--- src/rtl/ks_seq_pkg.sv ---
// Shared types and constants for the nibble-serial Kogge-Stone add sequencer.
package ks_seq_pkg;

   localparam int NIB_W = 4;

   typedef enum logic [1:0] {
      IDLE = 2'd0,
      ADD  = 2'd1,
      DONE = 2'd2
   } state_t;

endpackage

--- src/rtl/ks_adder4.sv ---
// Combinational 4-bit Kogge-Stone adder slice with carry in/out.
module ks_adder4 (
   input  logic [3:0] a,
   input  logic [3:0] b,
   input  logic       cin,
   output logic [3:0] sum,
   output logic       cout
);

   logic [3:0] g, p, gg, g1, p1, g2;

   // Carry-in is folded into bit 0's generate so the prefix tree sees it.
   always_comb begin
      g     = a & b;
      p     = a ^ b;
      gg    = {g[3:1], g[0] | (p[0] & cin)};

      g1[0] = gg[0];
      p1[0] = p[0];
      for (int i = 1; i < 4; i++) begin
         g1[i] = gg[i] | (p[i] & gg[i-1]);
         p1[i] = p[i] & p[i-1];
      end

      g2[1:0] = g1[1:0];
      for (int i = 2; i < 4; i++) begin
         g2[i] = g1[i] | (p1[i] & g1[i-2]);
      end

      sum  = p ^ {g2[2:0], cin};
      cout = g2[3];
   end

endmodule

--- src/rtl/ks_add_sequencer.sv ---
// Two-requester round-robin add sequencer, one 4-bit Kogge-Stone pass per cycle.
// Optional subtract mode (b inverted, carry-in 1) when KS_SEQ_SUB_EN is defined.
module ks_add_sequencer
   import ks_seq_pkg::*;
#(
   parameter int WIDTH = 16
) (
   input  logic             clk,
   input  logic             rst,
   input  logic             req0_valid,
   output logic             req0_ready,
   input  logic [WIDTH-1:0] req0_a,
   input  logic [WIDTH-1:0] req0_b,
   input  logic             req1_valid,
   output logic             req1_ready,
   input  logic [WIDTH-1:0] req1_a,
   input  logic [WIDTH-1:0] req1_b,
`ifdef KS_SEQ_SUB_EN
   input  logic             req0_sub,
   input  logic             req1_sub,
`endif
   output logic             res_valid,
   input  logic             res_ready,
   output logic [WIDTH-1:0] res_sum,
   output logic             res_cout,
   output logic             res_id,
   output logic             busy,
   output state_t           state_dbg
);

   localparam int NIB = WIDTH / NIB_W;
   localparam int IW  = (NIB > 1) ? $clog2(NIB) : 1;

   // Handshakes: a transfer happens on a rising edge where valid and ready are
   // both high. req*_ready is a one-cycle grant pulse from IDLE only; res_valid
   // holds with stable data until res_ready is seen.

   state_t           state;
   logic             ptr;
   logic [IW-1:0]    idx;
   logic             carry;
   logic [WIDTH-1:0] a_q, b_q;
   logic             grant0, grant1;
   logic [3:0]       nib_a, nib_b, nib_s;
   logic             nib_c;
`ifdef KS_SEQ_SUB_EN
   logic             sub_q;
`endif

   always_comb begin
      grant0 = 1'b0;
      grant1 = 1'b0;
      if (!rst && state == IDLE) begin
         if (req0_valid && (!req1_valid || !ptr))
            grant0 = 1'b1;
         else if (req1_valid)
            grant1 = 1'b1;
      end
   end

   assign req0_ready = grant0;
   assign req1_ready = grant1;
   assign busy       = (state != IDLE);
   assign state_dbg  = state;

   always_comb begin
      nib_a = a_q[idx*NIB_W +: NIB_W];
`ifdef KS_SEQ_SUB_EN
      nib_b = b_q[idx*NIB_W +: NIB_W] ^ {NIB_W{sub_q}};
`else
      nib_b = b_q[idx*NIB_W +: NIB_W];
`endif
   end

   ks_adder4 u_adder4 (
      .a    (nib_a),
      .b    (nib_b),
      .cin  (carry),
      .sum  (nib_s),
      .cout (nib_c)
   );

   always_ff @(posedge clk) begin
      if (rst) begin
         state     <= IDLE;
         ptr       <= 1'b0;
         idx       <= '0;
         carry     <= 1'b0;
         a_q       <= '0;
         b_q       <= '0;
         res_sum   <= '0;
         res_cout  <= 1'b0;
         res_id    <= 1'b0;
         res_valid <= 1'b0;
`ifdef KS_SEQ_SUB_EN
         sub_q     <= 1'b0;
`endif
      end else begin
         case (state)
            IDLE: begin
               if (grant0 || grant1) begin
                  a_q      <= grant1 ? req1_a : req0_a;
                  b_q      <= grant1 ? req1_b : req0_b;
                  res_id   <= grant1;
                  ptr      <= grant0;
                  idx      <= '0;
                  res_sum  <= '0;
                  res_cout <= 1'b0;
`ifdef KS_SEQ_SUB_EN
                  sub_q    <= grant1 ? req1_sub : req0_sub;
                  carry    <= grant1 ? req1_sub : req0_sub;
`else
                  carry    <= 1'b0;
`endif
                  state    <= ADD;
               end
            end
            ADD: begin
               res_sum[idx*NIB_W +: NIB_W] <= nib_s;
               carry <= nib_c;
               if (idx == IW'(NIB - 1)) begin
                  idx       <= '0;
                  res_cout  <= nib_c;
                  res_valid <= 1'b1;
                  state     <= DONE;
               end else begin
                  idx <= idx + IW'(1);
               end
            end
            DONE: begin
               if (res_ready) begin
                  res_valid <= 1'b0;
                  state     <= IDLE;
               end
            end
            default: state <= IDLE;
         endcase
      end
   end

endmodule

--- config.mk ---
export PLATFORM = sky130hd
export DESIGN_NAME = ks_add_sequencer
export DESIGN_NICKNAME = d
export VERILOG_FILES = /design/src/rtl/ks_seq_pkg.sv /design/src/rtl/ks_adder4.sv /design/src/rtl/ks_add_sequencer.sv
export SDC_FILE = /design/constraint.sdc
export NUM_CORES = 1
export LEC_CHECK = 0
export CORE_ASPECT_RATIO = 1.1
export CORE_MARGIN = 1
export CORE_UTILIZATION = 30
export DETAILED_ROUTE_END_ITERATION = 6
export PLACE_DENSITY = 0.54
export SLEW_MARGIN = 20
export SYNTH_ARGS = -nofsm -noshare
export SYNTH_HDL_FRONTEND = slang
export SYNTH_SLANG_ARGS = --single-unit
--- constraint.sdc ---
create_clock -name clk -period 3 [get_ports clk]
set_clock_uncertainty 0.1 [all_clocks]
set_input_delay 0.6 -clock clk [delete_from_list [all_inputs] [get_ports clk]]
set_output_delay 0.6 -clock clk [all_outputs]
set_load 0.05 [all_outputs]
==> flow_summary.yaml, run 1 <==
timing:
  post-route-period-util_pct: 92.7
  grt_setup_unrepaired: "no"
  min_period_ps: 2780
  max_freq_mhz: 360
  worst_pin_slew_ps: 712
  slew_violations: 0
  setup-tns-final_ps: 0
  setup_viol: 0
  max_slew_margin_pct: 52.5
  hold_viol_final: 0
yosys:
  synth-simple-area-share_pct: 13.0
  syn_avg_cell_area_um2: 9.78
  synth_top_area_cell: "dfxtp_1"
  synthMuxAreaShare_pct: 16.9
  synthesis.area_um2: 2960
  yosysWarnings: 0
  synth_seq_cells: 57
  synth_compound_area_share_pct: 20.6
  synth_fp_nets: 382
  synthCells: 303
  synth_top_area_share_pct: 38.5
  synth_area_leaders: "dfxtp_1 (38%), mux2i_1 (11%), a211oi_2 (7.6%)"
  synthXorXnorAreaFrac_pct: 0.295
  synth-adder-area-share_pct: 4.73
  synth_top_family_by_area: "compound AO/OA/AOI/OAI gates"
  yosysSeqAreaShare_pct: 38.5
  ys_types: 40
routing:
  drc: 0
  num_vias: 2495
  postRouteAntennaNets: 0
  vias_per_cell: 4.87
  top_layer: "met4"
  wire_per_inst_um: 14.7
  drtIter0Drc: 91
  wl_met1_um: 3400
  met3_length_um: 357
  postRouteWirelength_um: 7520
  firstDrtPassIters: 4
  wl_met2_um: 3640
critical_path:
  worstPathRequired_ps: 2300
  critical_path_buf_inv_count: 2
  crit_family: "buffers and inverters"
  endpoint_kind: "primary output"
  critical_path.max_fanout: 18
  crit_type: "flip-flop to primary output"
  critPathSlowestCell: "clkdlybuf4s50_1"
  arrival_ps: 2080
  worstSetupStartpointType: "flip-flop"
  path_cells: "nor2_1 -> inv_1 -> clkdlybuf4s50_1"
  slowest_delay_ps: 790
global_routing:
  grt_pass1_wl_um: 12200
  grt_usage_pct: 15.2
  grt_pass1_vias: 2466
  overflow: 0
  grt_start_max_net_pins: 59
  antenna_found_initial: 0
finish:
  area_delta_synth_final_pct: 40.6
  fin_nets: 469
  finish.instance_area_um2: 4170
  mostFrequentLayoutCells: "clkdlybuf4s50_1 (89), dfxtp_1 (57), nor2_1 (41)"
  antenna_cells: 0
  final_common_cell: "clkdlybuf4s50_1"
  final_layout_size_suffix_gt1_share_pct: 14.7
  final_util_pct: 43.9
cts:
  htree_levels: 3
  clk_pin_slew_ps: 60
  insertion_delay_ps: 340
  cts.sinks: 57
  numCtsBuffers: 9
  cts_resized: 0
  cts_tree: "built"
  postCtsSetupRepairBufs: 0
  hold_buffers: 0
  clockBufferDepth: 2
  root_buffer: "clkbuf_8"
hold_path:
  hold_class: "flip-flop to flip-flop"
die:
  die-area_um2: 10300
  pin_count: 93
  die-width_um: 96.8
  rows: 37
  core_area_um2: 9490
  start_util_pct: 31.2
  die_h_um: 106
outcome:
  status: "finished clean"
place:
  buffer_ports.inserted: 92
  dp_hpwl_um: 5500
  place_area_um2: 3970
  place_congestion: 0.773
power:
  p_per_area_nw_per_um2: 470
  p_leak_nw: 1.69
  finalPower_mw: 1.96
  max-vdd-ir-drop_uv: 179
job:
  drv_cap: 0
==> cell families after synthesis <==
family	Yosys count
and+or+nand+nor	83
AOI/OAI and AO/OA	82
DFF	57
muxes	40
buffers and inverters	30
adders and majority gates	10
xor gates and xnor gates	1
==> registers in the layout (all words and copies together) (netlist names) <==
name	cells
a_q	16
b_q	16
carry	1
idx	2
ptr	1
res_cout	1
res_id	1
res_sum	16
res_valid	1
state_dbg	2
==> cell usage after synthesis <==
| master | number |
|---|---|
| mux4_2 | 8 |
| nand2_1 | 18 |
| a22oi_1 | 4 |
| ha_1 | 8 |
| mux2i_1 | 32 |
| and2_1 | 1 |
| clkbuf_1 | 9 |
| a211o_1 | 1 |
| or2_2 | 1 |
| a311oi_1 | 1 |
| o21ai_0 | 17 |
| inv_1 | 5 |
| nand2b_1 | 3 |
| a211oi_1 | 14 |
| nand3b_1 | 1 |
| nor4b_2 | 1 |
| xor2_1 | 1 |
| nor3b_1 | 1 |
| and4_1 | 2 |
| nand3_1 | 7 |
| nor2_1 | 41 |
| buf_4 | 1 |
| buf_2 | 7 |
| a21oi_1 | 21 |
| dfxtp_1 | 57 |
| buf_1 | 1 |
| o21ai_1 | 1 |
| or2_0 | 1 |
| and3_1 | 1 |
| a21o_1 | 2 |
| a31oi_1 | 1 |
| o22a_1 | 2 |
| and4b_1 | 1 |
| fa_1 | 2 |
| or3b_2 | 1 |
| nor3_1 | 1 |
| buf_6 | 7 |
| nor2b_1 | 1 |
| a211oi_2 | 18 |
| or3_1 | 1 |
==> layout make-up <==
class / instances / area, um^2
Clock buffer: 14 / 183
Clock inverter: 2 / 10.0
Fill cell: 934 / 5320
Inverter: 5 / 18.8
Multi-Input combinational cell: 216 / 1650
Sequential cell: 57 / 1140
Tap cell: 117 / 146
Timing Repair Buffer: 101 / 1020
==> path summary, 6_finish.rpt <==
check	slack [ps]	depth (start not counted)	from	to
setup / recovery	220	3	state_dbg[1]	busy
hold / removal	360	2	res_valid	res_valid
setup reg to reg	370	7	idx[0]	carry
hold reg to reg	360	2	res_valid	res_valid
==> worst reg2reg max path, stage by stage, from the launching register on <==
cell and delay, ps:
dfxtp_1 420, mux4_2 540, fa_1 440, fa_1 410
a21o_1 170, a21oi_1 210, o22a_1 170, nor2_1 40
==> metrics by stage <==
step / worst slack [ps] / hold slack (ps) / std cells
floorplan: 164 / 362 / 303
finish: 219 / 365 / 512
global route: 97.2 / 398 / 512
global placement: 431 / 355 / 496
detailed placement: 354 / 361 / 496
CTS: 209 / 372 / 512
==> metal layers <==
metal | GRT usage, % | vias up
li1 | - | 1271
met1 | 18.5 | 1148
met2 | 25.2 | 66
met3 | 4.40 | 10
met4 | 6.18 | 0
met5 | 0 | -
==> power by group <==
group	leakage, nW	switching [mW]	internal (mW)	total [mW]
sequential	0.467	0.0318	0.805	0.836
combinational	1.12	0.217	0.218	0.435
clock	0.102	0.301	0.388	0.688
total	1.69	0.550	1.41	1.96
Power figures use the tool's default switching activity.
==> inputs of run 2 (changes only) <==
PLACE_DENSITY = 0.52   (was 0.54)
clock period = 3.1 ns   (was 3 ns; I/O delays follow)
==> flow_summary.yaml, run 2 (synthesis gave the netlist of run 1 again) <==
outcome:
  status: "finished clean"
die:
  die-width_um: 96.8
  die-area_um2: 10300
  pin_count: 93
  rows: 37
  die_h_um: 106
  start_util_pct: 31.2
  core_area_um2: 9490
routing:
  drc: 0
  firstDrtPassIters: 5
  wire_per_inst_um: 14.2
  vias_per_cell: 4.84
  num_vias: 2458
  drtIter0Drc: 88
  postRouteAntennaNets: 0
  postRouteWirelength_um: 7220
critical_path:
  worstPathRequired_ps: 3250
  arrival_ps: 2880
  r2r_start: "idx[0]"
  worstSetupStartpointType: "flip-flop"
  path_cells: "mux4_2 -> fa_1 -> fa_1 -> xor2_1 -> nand2_1 -> a21oi_1"
  slowest_delay_ps: 560
  crit_type: "flip-flop to flip-flop"
  critical_path.max_fanout: 5
  startpoint: "idx[0]"
  critPathSlowestCell: "mux4_2"
  crit_top_cell: "fa_1"
  endpoint_kind: "flip-flop"
timing:
  slew_violations: 0
  worst_pin_slew_ps: 730
  fin_ws_ps: 374
  grt_setup_unrepaired: "no"
  timing.hold.ws_ps: 371
  min_period_ps: 2730
  setup-tns-final_ps: 0
  hold_viol_final: 0
  post-route-period-util_pct: 87.9
  max_freq_mhz: 367
  setup_viol: 0
  max_slew_margin_pct: 51.3
finish:
  fin_nets: 467
  n_fill_cell: 941
  final_common_cell: "clkdlybuf4s50_1"
  final_layout_size_suffix_gt1_share_pct: 13.3
  fin_cells: 508
  antenna_cells: 0
  mostFrequentLayoutCells: "clkdlybuf4s50_1 (89), dfxtp_1 (57), nor2_1 (41)"
  finish.instance_area_um2: 4120
  final_util_pct: 43.4
  reg_top3: "a_q (16), b_q (16), res_sum (16)"
  area_delta_synth_final_pct: 39.0
cts:
  cts_tree: "built"
  cts.sinks: 57
  cts_resized: 0
  numCtsBuffers: 9
  htree_levels: 3
  root_buffer: "clkbuf_8"
  clockBufferDepth: 2
  hold_buffers: 0
  postCtsSetupRepairBufs: 0
  clk_pin_slew_ps: 60
  insertion_delay_ps: 330
power:
  max-vdd-ir-drop_uv: 164
  finalPower_mw: 1.82
  p_per_area_nw_per_um2: 443
  p_leak_nw: 1.66
global_routing:
  antenna_found_initial: 0
  grt_usage_pct: 15.0
  overflow: 0
  grt_pass1_vias: 2527
  grt_start_max_net_pins: 59
  grt_pass1_wl_um: 12300
place:
  buffer_ports.inserted: 92
  place_area_um2: 3960
  dp_cells: 494
  place_congestion: 0.763
  dp_slack_ps: 366
  dp_hpwl_um: 5370
hold_path:
  min_from: "res_valid"
  hold_class: "flip-flop to flip-flop"
job:
  drv_cap: 0
run 2: final cells by class:
type | count | area (um^2) | area share (%)
Clock buffer | 14 | 163 | 3.95
Multi-Input combinational cell | 216 | 1650 | 40.1
Inverter | 5 | 18.8 | 0.455
Timing Repair Buffer | 99 | 1000 | 24.3
Sequential cell | 57 | 1140 | 27.7
Tap cell | 117 | 146 | 3.55
run 2: worst max-delay path: cells and delay by family, from the launching register on:
kind            cells  cell delay [ps]
mux                 1              560
compound gates      1              160
flops               1              470
simple gates        1               90
xor+xnor            1              410
fa+ha+maj           2              860
run 2: worst paths after layout:
kind | depth (start not counted) | slack [ps] | to
hold / removal | 2 | 370 | res_valid
setup / recovery | 6 | 370 | res_sum[14]
hold reg to reg | 2 | 370 | res_valid
setup reg to reg | 6 | 370 | res_sum[14]
run 2: where the power goes:
part           switching [mW]  leakage [nW]  internal (mW)
clock                   0.273        0.0826          0.326
sequential             0.0310         0.467          0.779
combinational           0.206          1.11          0.209
total                   0.510          1.66           1.31
run 2: routing by layer:
layer	vias to the layer above	routed length (um)	GRT usage, %
met5	-	0	0
met3	12	357	4.01
met4	0	152	5.86
li1	1267	-	-
met1	1095	3410	18.8
met2	84	3300	24.5
==> inputs of run 3 (changes only) <==
CAP_MARGIN = 10   (was not set)
MAX_ROUTING_LAYER = met4   (was not set)
==> flow_summary.yaml, run 3 (synthesis gave the netlist of run 1 again) <==
critical_path:
  crit_path_end: "res_sum[14]"
  critical_path_buf_inv_count: 0
  path_cells: "mux4_2 -> fa_1 -> fa_1 -> xor2_1 -> nand2_1 -> a21oi_1"
  worstSetupStartpointType: "flip-flop"
  reg2reg_depth: 6
  arrival_ps: 2870
  r2r_end: "res_sum[14]"
  crit_family: "adder cells"
  startpoint: "idx[0]"
  endpoint_kind: "flip-flop"
  crit_type: "flip-flop to flip-flop"
  r2r_start: "idx[0]"
  rrSetupSlack_ps: 390
  critPathSlowestCell: "mux4_2"
  cp.depth: 6
  worstPathRequired_ps: 3250
  crit_top_cell: "fa_1"
  slowest_delay_ps: 560
  critical_path.max_fanout: 5
global_routing:
  grt_pass1_wl_um: 12300
  antenna_found_initial: 0
  grt_start_max_net_pins: 59
  grt_pass1_vias: 2533
  grt_usage_pct: 15.4
  overflow: 0
timing:
  post-route-period-util_pct: 87.5
  grt_setup_unrepaired: "no"
  max_slew_margin_pct: 51.6
  fin_ws_ps: 387
  worst_pin_slew_ps: 725
  min_period_ps: 2710
  setup-tns-final_ps: 0
  hold_viol_final: 0
  timing.hold.ws_ps: 373
  setup_viol: 0
  slew_violations: 0
  max_freq_mhz: 369
die:
  die-area_um2: 10300
  die_h_um: 106
  rows: 37
  die-width_um: 96.8
  start_util_pct: 31.2
  core_area_um2: 9490
  pin_count: 93
routing:
  postRouteAntennaNets: 0
  num_vias: 2470
  postRouteWirelength_um: 7170
  drtIter0Drc: 86
  drc: 0
  firstDrtPassIters: 4
  wire_per_inst_um: 14.1
  vias_per_cell: 4.86
power:
  p_sw_mw: 0.507
  clock_power_share_pct: 32.7
  internal_power_mw: 1.31
  max-vdd-ir-drop_uv: 165
  p_per_area_nw_per_um2: 442
  switching_share_pct: 27.8
  finalPower_mw: 1.82
  p_leak_nw: 1.66
  power.share.sequential_pct: 44.5
  pwr-share-comb_pct: 22.8
cts:
  htree_levels: 3
  cts.sinks: 57
  cts_tree: "built"
  clockBufferDepth: 2
  insertion_delay_ps: 330
  hold_buffers: 0
  numCtsBuffers: 9
  clk_pin_slew_ps: 60
  postCtsSetupRepairBufs: 0
  root_buffer: "clkbuf_8"
  cts_resized: 0
hold_path:
  hold_class: "flip-flop to flip-flop"
  hold_depth: 2
place:
  place_congestion: 0.773
  dp_hpwl_um: 5370
  buffer_ports.inserted: 92
  dp_slack_ps: 366
finish:
  antenna_cells: 0
  final_util_pct: 43.4
  area_delta_synth_final_pct: 39.0
  final_common_cell: "clkdlybuf4s50_1"
  fin_nets: 467
  reg_top3: "a_q (16), b_q (16), res_sum (16)"
  mostFrequentLayoutCells: "clkdlybuf4s50_1 (89), dfxtp_1 (57), nor2_1 (41)"
  final_layout_size_suffix_gt1_share_pct: 13.3
outcome:
  status: "finished clean"
job:
  drv_cap: 0
run 3: how the worst min path moves through the flow:
stage | from | slack (ps) | endpoint
after floorplan | ptr | 360 | ptr
after global placement | res_id | 360 | res_id
after detailed placement | res_valid | 370 | res_valid
after CTS | res_valid | 380 | res_valid
after global routing | res_sum[0] | 400 | res_sum[0]
final | res_valid | 370 | res_valid
run 3: area by class of cell:
class | count | area [um^2]
Fill cell | 941 | 5370
Multi-Input combinational cell | 216 | 1650
Sequential cell | 57 | 1140
Timing Repair Buffer | 99 | 1000
Clock buffer | 14 | 163
Tap cell | 117 | 146
Inverter | 5 | 18.8
run 3: metal layers:
layer | GRT usage [%] | share of wire [%] | vias to the layer above | wire [um]
met5 | - | 0 | - | 0
met4 | 5.86 | 1.9 | 0 | 138
met3 | 3.68 | 4.8 | 10 | 343
met2 | 24.5 | 46 | 85 | 3300
met1 | 18.9 | 47 | 1110 | 3390
li1 | - | - | 1265 | -
run 3: worst min-delay path, delay by kind of cell, from the launching register on:
family	cells	cell delay, ps
flip-flops	1	320
AND/OR/NAND/NOR	1	60
AO/OA/AOI/OAI	1	50
run 3: power by group through the flow:
stage | combinational (mW) | clock, mW | sequential, mW
floorplan | 0.253 | 0 | 0.831
CTS | 0.421 | 0.618 | 0.811
global placement | 0.415 | 0 | 0.827
global route | 0.457 | 0.657 | 0.816
detailed placement | 0.419 | 0 | 0.826
finish | 0.415 | 0.596 | 0.810
run 3: per-stage QoR:
step | std cells | instance area (um^2)
floorplan | 303 | 2960
CTS | 508 | 4120
detailed placement | 494 | 3960
global route | 508 | 4120
finish | 508 | 4120
global placement | 494 | 3960
